File: src/rtl/ro_scan_sequencer.sv
// ro_scan_sequencer: scans a ring-oscillator bank (settle, gate, drain, capture) and streams counts out over valid/ready.
// Define SCAN_CONTINUOUS_EN to restart the scan automatically after the last oscillator.
module ro_scan_sequencer #(
  parameter int NUM_RO        = 125,
  parameter int IDX_W         = 7,
  parameter int SETTLE_CYCLES = 1000,
  parameter int WINDOW_CYCLES = 200000,
  parameter int DRAIN_CYCLES  = 4
) (
  input  logic             clk_i,
  input  logic             reset_i,
  input  logic             start_i,
  input  logic             abort_i,
  output logic [IDX_W-1:0] ro_sel_o,
  output logic             ro_en_o,
  output logic             cnt_clr_o,
  output logic             cnt_gate_o,
  input  logic [31:0]      cnt_value_i,
  output logic             res_valid_o,
  input  logic             res_ready_i,
  output logic [IDX_W-1:0] res_index_o,
  output logic [31:0]      res_data_o,
  output logic             busy_o,
  output logic             scan_done_o
);
  localparam int MAX_SW = SETTLE_CYCLES > WINDOW_CYCLES ? SETTLE_CYCLES : WINDOW_CYCLES;
  localparam int MAX_C  = MAX_SW > DRAIN_CYCLES ? MAX_SW : DRAIN_CYCLES;
  localparam int TW     = MAX_C > 1 ? $clog2(MAX_C) : 1;
`ifdef SCAN_CONTINUOUS_EN
  localparam bit CONT = 1'b1;
`else
  localparam bit CONT = 1'b0;
`endif
  typedef enum logic [2:0] {IDLE, SETTLE, MEASURE, DRAIN, SEND} state_t;
  state_t           state_q;
  logic [TW-1:0]    tmr_q;
  logic [IDX_W-1:0] ro_sel_q, res_index_q;
  logic [31:0]      res_data_q;
  logic             ro_en_q, cnt_clr_q, cnt_gate_q, res_valid_q, scan_done_q;
  logic             last;
  assign last = ro_sel_q == IDX_W'(NUM_RO - 1);
  always_ff @(posedge clk_i) begin
    if (reset_i) begin
      state_q     <= IDLE;
      tmr_q       <= '0;
      ro_sel_q    <= '0;
      ro_en_q     <= 1'b0;
      cnt_clr_q   <= 1'b0;
      cnt_gate_q  <= 1'b0;
      res_valid_q <= 1'b0;
      res_index_q <= '0;
      res_data_q  <= '0;
      scan_done_q <= 1'b0;
    end else if (abort_i) begin
      state_q     <= IDLE;
      tmr_q       <= '0;
      ro_sel_q    <= '0;
      ro_en_q     <= 1'b0;
      cnt_clr_q   <= 1'b0;
      cnt_gate_q  <= 1'b0;
      res_valid_q <= 1'b0;
      scan_done_q <= 1'b0;
    end else begin
      cnt_clr_q   <= 1'b0;
      scan_done_q <= 1'b0;
      case (state_q)
        IDLE: if (start_i) begin
          state_q   <= SETTLE;
          ro_sel_q  <= '0;
          ro_en_q   <= 1'b1;
          cnt_clr_q <= 1'b1;
          tmr_q     <= TW'(SETTLE_CYCLES - 1);
        end
        SETTLE: if (tmr_q == '0) begin
          state_q    <= MEASURE;
          cnt_gate_q <= 1'b1;
          tmr_q      <= TW'(WINDOW_CYCLES - 1);
        end else tmr_q <= tmr_q - 1'b1;
        MEASURE: if (tmr_q == '0) begin
          state_q    <= DRAIN;
          cnt_gate_q <= 1'b0;
          ro_en_q    <= 1'b0;
          tmr_q      <= TW'(DRAIN_CYCLES - 1);
        end else tmr_q <= tmr_q - 1'b1;
        DRAIN: if (tmr_q == '0) begin
          state_q     <= SEND;
          res_data_q  <= cnt_value_i;
          res_index_q <= ro_sel_q;
          res_valid_q <= 1'b1;
        end else tmr_q <= tmr_q - 1'b1;
        SEND: if (res_ready_i) begin
          // after the last RO either stop, or wrap to index 0 when running continuously
          res_valid_q <= 1'b0;
          scan_done_q <= last;
          ro_sel_q    <= last ? '0 : ro_sel_q + 1'b1;
          state_q     <= (last && !CONT) ? IDLE : SETTLE;
          ro_en_q     <= !last || CONT;
          cnt_clr_q   <= !last || CONT;
          tmr_q       <= TW'(SETTLE_CYCLES - 1);
        end
        default: state_q <= IDLE;
      endcase
    end
  end
  assign ro_sel_o    = ro_sel_q;
  assign ro_en_o     = ro_en_q;
  assign cnt_clr_o   = cnt_clr_q;
  assign cnt_gate_o  = cnt_gate_q;
  assign res_valid_o = res_valid_q;
  assign res_index_o = res_index_q;
  assign res_data_o  = res_data_q;
  assign scan_done_o = scan_done_q;
  assign busy_o      = state_q != IDLE;
endmodule
File: config.mk
export PLATFORM = sky130hd
export DESIGN_NAME = ro_scan_sequencer
export DESIGN_NICKNAME = d
export VERILOG_FILES = /design/src/rtl/ro_scan_sequencer.sv
export SDC_FILE = /design/constraint.sdc
export NUM_CORES = 1
export LEC_CHECK = 0
export CAP_MARGIN = 20
export CORE_MARGIN = 4
export CORE_UTILIZATION = 50
export DETAILED_ROUTE_END_ITERATION = 16
export HOLD_SLACK_MARGIN = 0.05
export PLACE_DENSITY = 0.79
export REMOVE_ABC_BUFFERS = 1
export SKIP_LAST_GASP = 1
export SLEW_MARGIN = 20
export SYNTH_ARGS = -nofsm -noshare
export SYNTH_HDL_FRONTEND = slang
export SYNTH_SLANG_ARGS = --single-unit
File: constraint.sdc
create_clock -name clk_i -period 2.5 [get_ports clk_i]
set_clock_uncertainty 0.15 [all_clocks]
set_input_delay 0.625 -clock clk_i [delete_from_list [all_inputs] [get_ports clk_i]]
set_output_delay 0.625 -clock clk_i [all_outputs]
set_load 0.01 [all_outputs]
==> results.json, run 1 <==
{
  "p_per_area_nw_per_um2": 524,
  "finalNetCount": 573,
  "yosysWarnings": 0,
  "synth_cells": 455,
  "io_pins": 89,
  "start_kind": "register",
  "synth-simple-area-share_pct": 21.0,
  "period_share_pct": 96.4,
  "hold_viol_final": 0,
  "setup_slack_ns": 0.0893,
  "synth_top_family_by_area": "compound AO/OA/AOI/OAI gates",
  "cts_tree": "built",
  "cts-root-buf": "clkbuf_8",
  "overflow": 0,
  "port_buffers": 88,
  "postCtsHoldBufs": 0,
  "core.rowCount": 31,
  "finalPower_uw": 2580,
  "seq_area_frac_synth_pct": 38.6,
  "synth_area_leaders": "dfxtp_1 (39%), o41ai_1 (9.2%), nor2b_1 (6.7%), o21ai_1 (6.6%), inv_1 (4.5%)",
  "cp.arrival_ns": 2.48,
  "htree_levels": 3,
  "ys.flop_type": "dfxtp_1",
  "antenna_found_initial": 0,
  "synth-xor-area-share_pct": 2.11,
  "status": "finished clean",
  "cpMaxStageDelayCell": "nor4_1",
  "p_seq_share_pct": 46.0,
  "worstMarginPinSlew_ns": 0.769,
  "cts_num_sinks": 72,
  "grt_start_max_net_pins": 83,
  "worstSetupEndpointType": "register",
  "clock_path_buffers": 2,
  "internal_power_uw": 1890,
  "synth_area_um2": 3730,
  "rsz0062_at_grt": "false",
  "die_w_um": 94.4,
  "synth_top_area_share_pct": 38.6,
  "antenna_left": 0,
  "drv_slew": 0,
  "finalCriticalPeriod_ns": 2.41,
  "seqCellArea_um2": 1440,
  "syn-mean-instance-area_um2": 8.20,
  "grt_pass1_wl_um": 15800,
  "hpwl_um": 6800,
  "drive_gt1_share_pct": 8.38,
  "grt_use_total_pct": 22.0,
  "setup_viol": 0,
  "gp_congestion": 0.878,
  "synth_top_area_cell": "dfxtp_1",
  "synth_compound_area_share_pct": 27.1,
  "pre_cts_ws_ns": 0.0787,
  "multi_input_comb_area_um2": 1950,
  "comb_power_share_pct": 15.2,
  "drv_cap": 0,
  "cts.clk_slew.worst_paths_ns": 0.08,
  "drt_iter0_markers": 225,
  "die_h_um": 94.4,
  "final_cell_mix": "clkdlybuf4s50_1 (87), dfxtp_1 (72), o21ai_1 (49)",
  "instances_no_fill": 636,
  "grt_pass1_vias": 3325,
  "drc": 0,
  "cp_max_fo": 82,
  "routed_via_density": 5.68,
  "leakage_uw": 0.00187,
  "dr.pass1.iters": 4,
  "fillers": 617,
  "ir_worst_vdd_uv": 333,
  "wirelength_um": 9810,
  "core_area_um2": 7250,
  "ys_ff_latch": 72,
  "vias": 3615,
  "numCtsBuffers": 9,
  "mostFrequentLayoutCell": "clkdlybuf4s50_1",
  "wl_per_cell_um": 15.4,
  "slowest_delay_ns": 0.50,
  "postCtsSetupBuffers": 0,
  "setup-tns-final_ns": 0,
  "p_sw_uw": 688,
  "slew_headroom_pct": 48.7,
  "fp.dieArea_um2": 8910,
  "dp.cells": 620,
  "crit_chain": "nor4_1 > and3_1 > nand3_2 > buf_12 > o41ai_1",
  "path_class": "register to register",
  "synthMuxAreaShare_pct": 0.537,
  "synthArstFlopShare_pct": 0,
  "syn_to_final_growth_pct": 31.9,
  "hp-class": "register to register",
  "clock_latency_ns": 0.35,
  "start_util_pct": 51.4,
  "synth_adder_area_share_pct": 1.34,
  "p_sw_share_pct": 26.7,
  "clkPwrFrac_pct": 38.7,
  "synth_edf_count": 0,
  "n_antenna_cell": 0,
  "timing.fmax_ghz": 0.415,
  "synth_cell_type_count": 60,
  "cp.required_ns": 2.57
}
==> routing by layer <==
metal  part of all wire (%)  track usage, %  wire length [µm]
met1                     43            28.8              4250
met2                     49            36.3              4840
met3                    5.4            3.82               528
met4                    2.0            8.18               193
met5                      0               0                 0
==> final cells by class <==
class	count	area share [%]
clock buffer	10	2.59
clock inverter	6	1.70
inverter	46	3.51
multi-input combinational	299	39.6
sequential	72	29.3
tap	99	2.52
timing repair buffer	104	20.8
==> per-stage QoR <==
stage / hold WS, ns / util [%] / cell area [µm²]
2_1_floorplan: 0.317 / - / 3560
3_3_place_gp: 0.301 / 64.8 / 4700
3_5_place_dp: 0.310 / 64.8 / 4700
4_1_cts: 0.321 / 67.7 / 4910
5_1_grt: 0.381 / 67.8 / 4920
6_report: 0.320 / 67.8 / 4920
==> critical path, delay by kind of cell, from the launching register on <==
kind                   cells  cell delay, ns
buffers and inverters      1            0.24
and+or+nand+nor            3            1.11
DFF                        1            0.36
AOI/OAI and AO/OA          1            0.42
==> cell usage after synthesis (3+ instances only) <==
cell type and number:
a22o_1 5, o21ai_0 10, nor2_1 24, xnor2_1 6
o22ai_1 3, xor2_1 3, o2bb2ai_1 4, nor4_1 3
o31ai_1 4, a211oi_1 3, nor3_1 12, buf_2 7
clkbuf_1 26, or2_1 3, a21oi_1 10, ha_1 4
or3_1 4, o21a_1 3, inv_1 45, nor3b_1 3
nand4_1 6, nand3_1 6, nand2b_1 5, o41ai_1 39
nand2_1 17, o21ai_1 49, nor2b_1 40, dfxtp_1 72
==> path summary, 6_finish.rpt <==
check | slack (ns) | to | depth (start not counted) | start
setup reg to reg | 0.09 | res_data_o[7] | 5 | tmr_q[14]
setup / recovery | 0.09 | res_data_o[7] | 5 | tmr_q[14]
hold / removal | 0.32 | ro_en_o | 2 | ro_en_o
hold reg to reg | 0.32 | ro_en_o | 2 | ro_en_o
==> kinds of logic after synthesis <==
kind of cell	Yosys count
buf+inv	84
fa+ha+maj	4
flops	72
compound gates	146
mux	2
simple gates	138
xor+xnor	9
==> power by group through the flow <==
stage | sequential [µW] | clock, µW | combinational, µW
detailed placement | 1210 | 0 | 384
CTS | 1180 | 1010 | 387
finish | 1190 | 997 | 393
global route | 1190 | 1070 | 433
global placement | 1210 | 0 | 376
floorplan | 1210 | 0 | 218
==> timing repair <==
item / 4_1_cts / 5_1_grt
hold endpoints to repair: 0 / 0
setup endpoints to repair: 0 / 26
resized for setup: 0 / 2
==> flip-flops by register name, summed over array words and instances (netlist names), 3 cells and up <==
register / count
res_data_o: 32
tmr_q: 18
ro_sel_o: 7
res_index_o: 7
state_q: 3
(Power assumes the default switching activity.)
==> inputs of run 2 (changes only) <==
--- a/config.mk
+++ b/config.mk
@@ -7,10 +7,10 @@
 export LEC_CHECK = 0
 export CAP_MARGIN = 20
 export CORE_MARGIN = 4
-export CORE_UTILIZATION = 50
+export CORE_UTILIZATION = 30
 export DETAILED_ROUTE_END_ITERATION = 16
 export HOLD_SLACK_MARGIN = 0.05
-export PLACE_DENSITY = 0.79
+export PLACE_DENSITY = 0.52
 export REMOVE_ABC_BUFFERS = 1
 export SKIP_LAST_GASP = 1
 export SLEW_MARGIN = 20
==> results.json, run 2 (synthesized netlist as in run 1, its figures left out) <==
{
  "clock_latency_ns": 0.34,
  "core.rowCount": 40,
  "rsz0062_at_grt": "false",
  "hp-class": "register to register",
  "mostFrequentLayoutCell": "clkdlybuf4s50_1",
  "die_h_um": 120,
  "p_per_area_nw_per_um2": 565,
  "numCtsBuffers": 9,
  "timing.fmax_ghz": 0.426,
  "postCtsSetupBuffers": 0,
  "grt_pass1_vias": 3244,
  "instances_no_fill": 704,
  "start_util_pct": 30.8,
  "htree_levels": 3,
  "finalPower_uw": 2880,
  "hold_viol_final": 0,
  "final_cell_mix": "clkdlybuf4s50_1 (87), dfxtp_1 (72), o21ai_1 (49)",
  "cts-root-buf": "clkbuf_16",
  "fp.dieArea_um2": 14300,
  "status": "finished clean",
  "fillers": 1238,
  "setup_viol": 0,
  "wl_per_cell_um": 14.9,
  "die_w_um": 120,
  "grt_start_max_net_pins": 83,
  "drv_slew": 0,
  "antenna_found_initial": 0,
  "overflow": 0,
  "cp.required_ns": 1.73,
  "leakage_uw": 0.00190,
  "ir_worst_vdd_uv": 249,
  "grt_use_total_pct": 14.4,
  "finalCriticalPeriod_ns": 2.35,
  "rrSetupSlack_ns": 0.20,
  "cts.clk_slew.worst_paths_ns": 0.06,
  "postCtsHoldBufs": 0,
  "cts_tree": "built",
  "post_cts_resized": 0,
  "grt_pass1_wl_um": 16600,
  "path_class": "register to output pin",
  "worstMarginPinSlew_ns": 0.776,
  "routed_via_density": 5.02,
  "post_dp_cell_area_um2": 4790,
  "n_antenna_cell": 0,
  "vias": 3535,
  "dr.pass1.iters": 4,
  "fin_area_um2": 5090,
  "drc": 0,
  "antenna_left": 0,
  "drv_cap": 0,
  "start_kind": "register",
  "syn_to_final_growth_pct": 36.5,
  "io_pins": 89,
  "core_area_um2": 12100,
  "cp.arrival_ns": 1.57,
  "port_buffers": 88,
  "cp_max_fo": 10,
  "finalNetCount": 574,
  "cts_num_sinks": 72,
  "fin_hold_ws_ns": 0.311,
  "dp.cells": 690,
  "drive_gt1_share_pct": 8.02,
  "period_share_pct": 94.0,
  "wirelength_um": 10500,
  "slew_headroom_pct": 48.3,
  "clock_path_buffers": 2,
  "largest_reg_flops": 32,
  "setup-tns-final_ns": 0,
  "worstSetupEndpointType": "output pin",
  "gp_congestion": 0.803,
  "drt_iter0_markers": 236,
  "hpwl_um": 7120
}
[run 2: stage by stage]
stage                     util (%)  worst slack (ns)
after global routing          42.0            0.0111
after floorplan                  -            -0.321
after CTS                     42.0             0.129
after detailed placement      39.6            0.0741
after global placement        39.6            0.0847
final                         42.0             0.151
[run 2: metal layers]
metal	GRT usage (%)	wire length [µm]
met2	21.9	4680
met5	0	0
met4	5.44	114
met3	4.19	638
met1	19.5	5040
[run 2: report_power, final]
part,internal (µW),switching (µW)
registers,1160,22.9
logic,162,231
clock network,814,484
[run 2: final cells by class]
type / instances / area, µm² / share of cell area, %
clock buffer: 11 / 253 / 4.97
clock inverter: 3 / 42.5 / 0.836
inverter: 46 / 173 / 3.39
multi-input combinational: 299 / 1940 / 38.2
sequential: 72 / 1440 / 28.3
tap: 168 / 210 / 4.13
timing repair buffer: 105 / 1030 / 20.2
[run 2: path summary, 6_finish.rpt]
path	from	to	depth (start not counted)
min	ro_en_o	ro_en_o	2
min reg2reg	ro_en_o	ro_en_o	2
max	state_q[0]	busy_o	2
max reg2reg	tmr_q[4]	res_data_o[4]	5
[run 2: worst max-delay path, stage by stage, from the launching register on]
cell and delay [ns]:
dfxtp_1 0.41, or3_1 0.34, clkdlybuf4s50_1 0.48
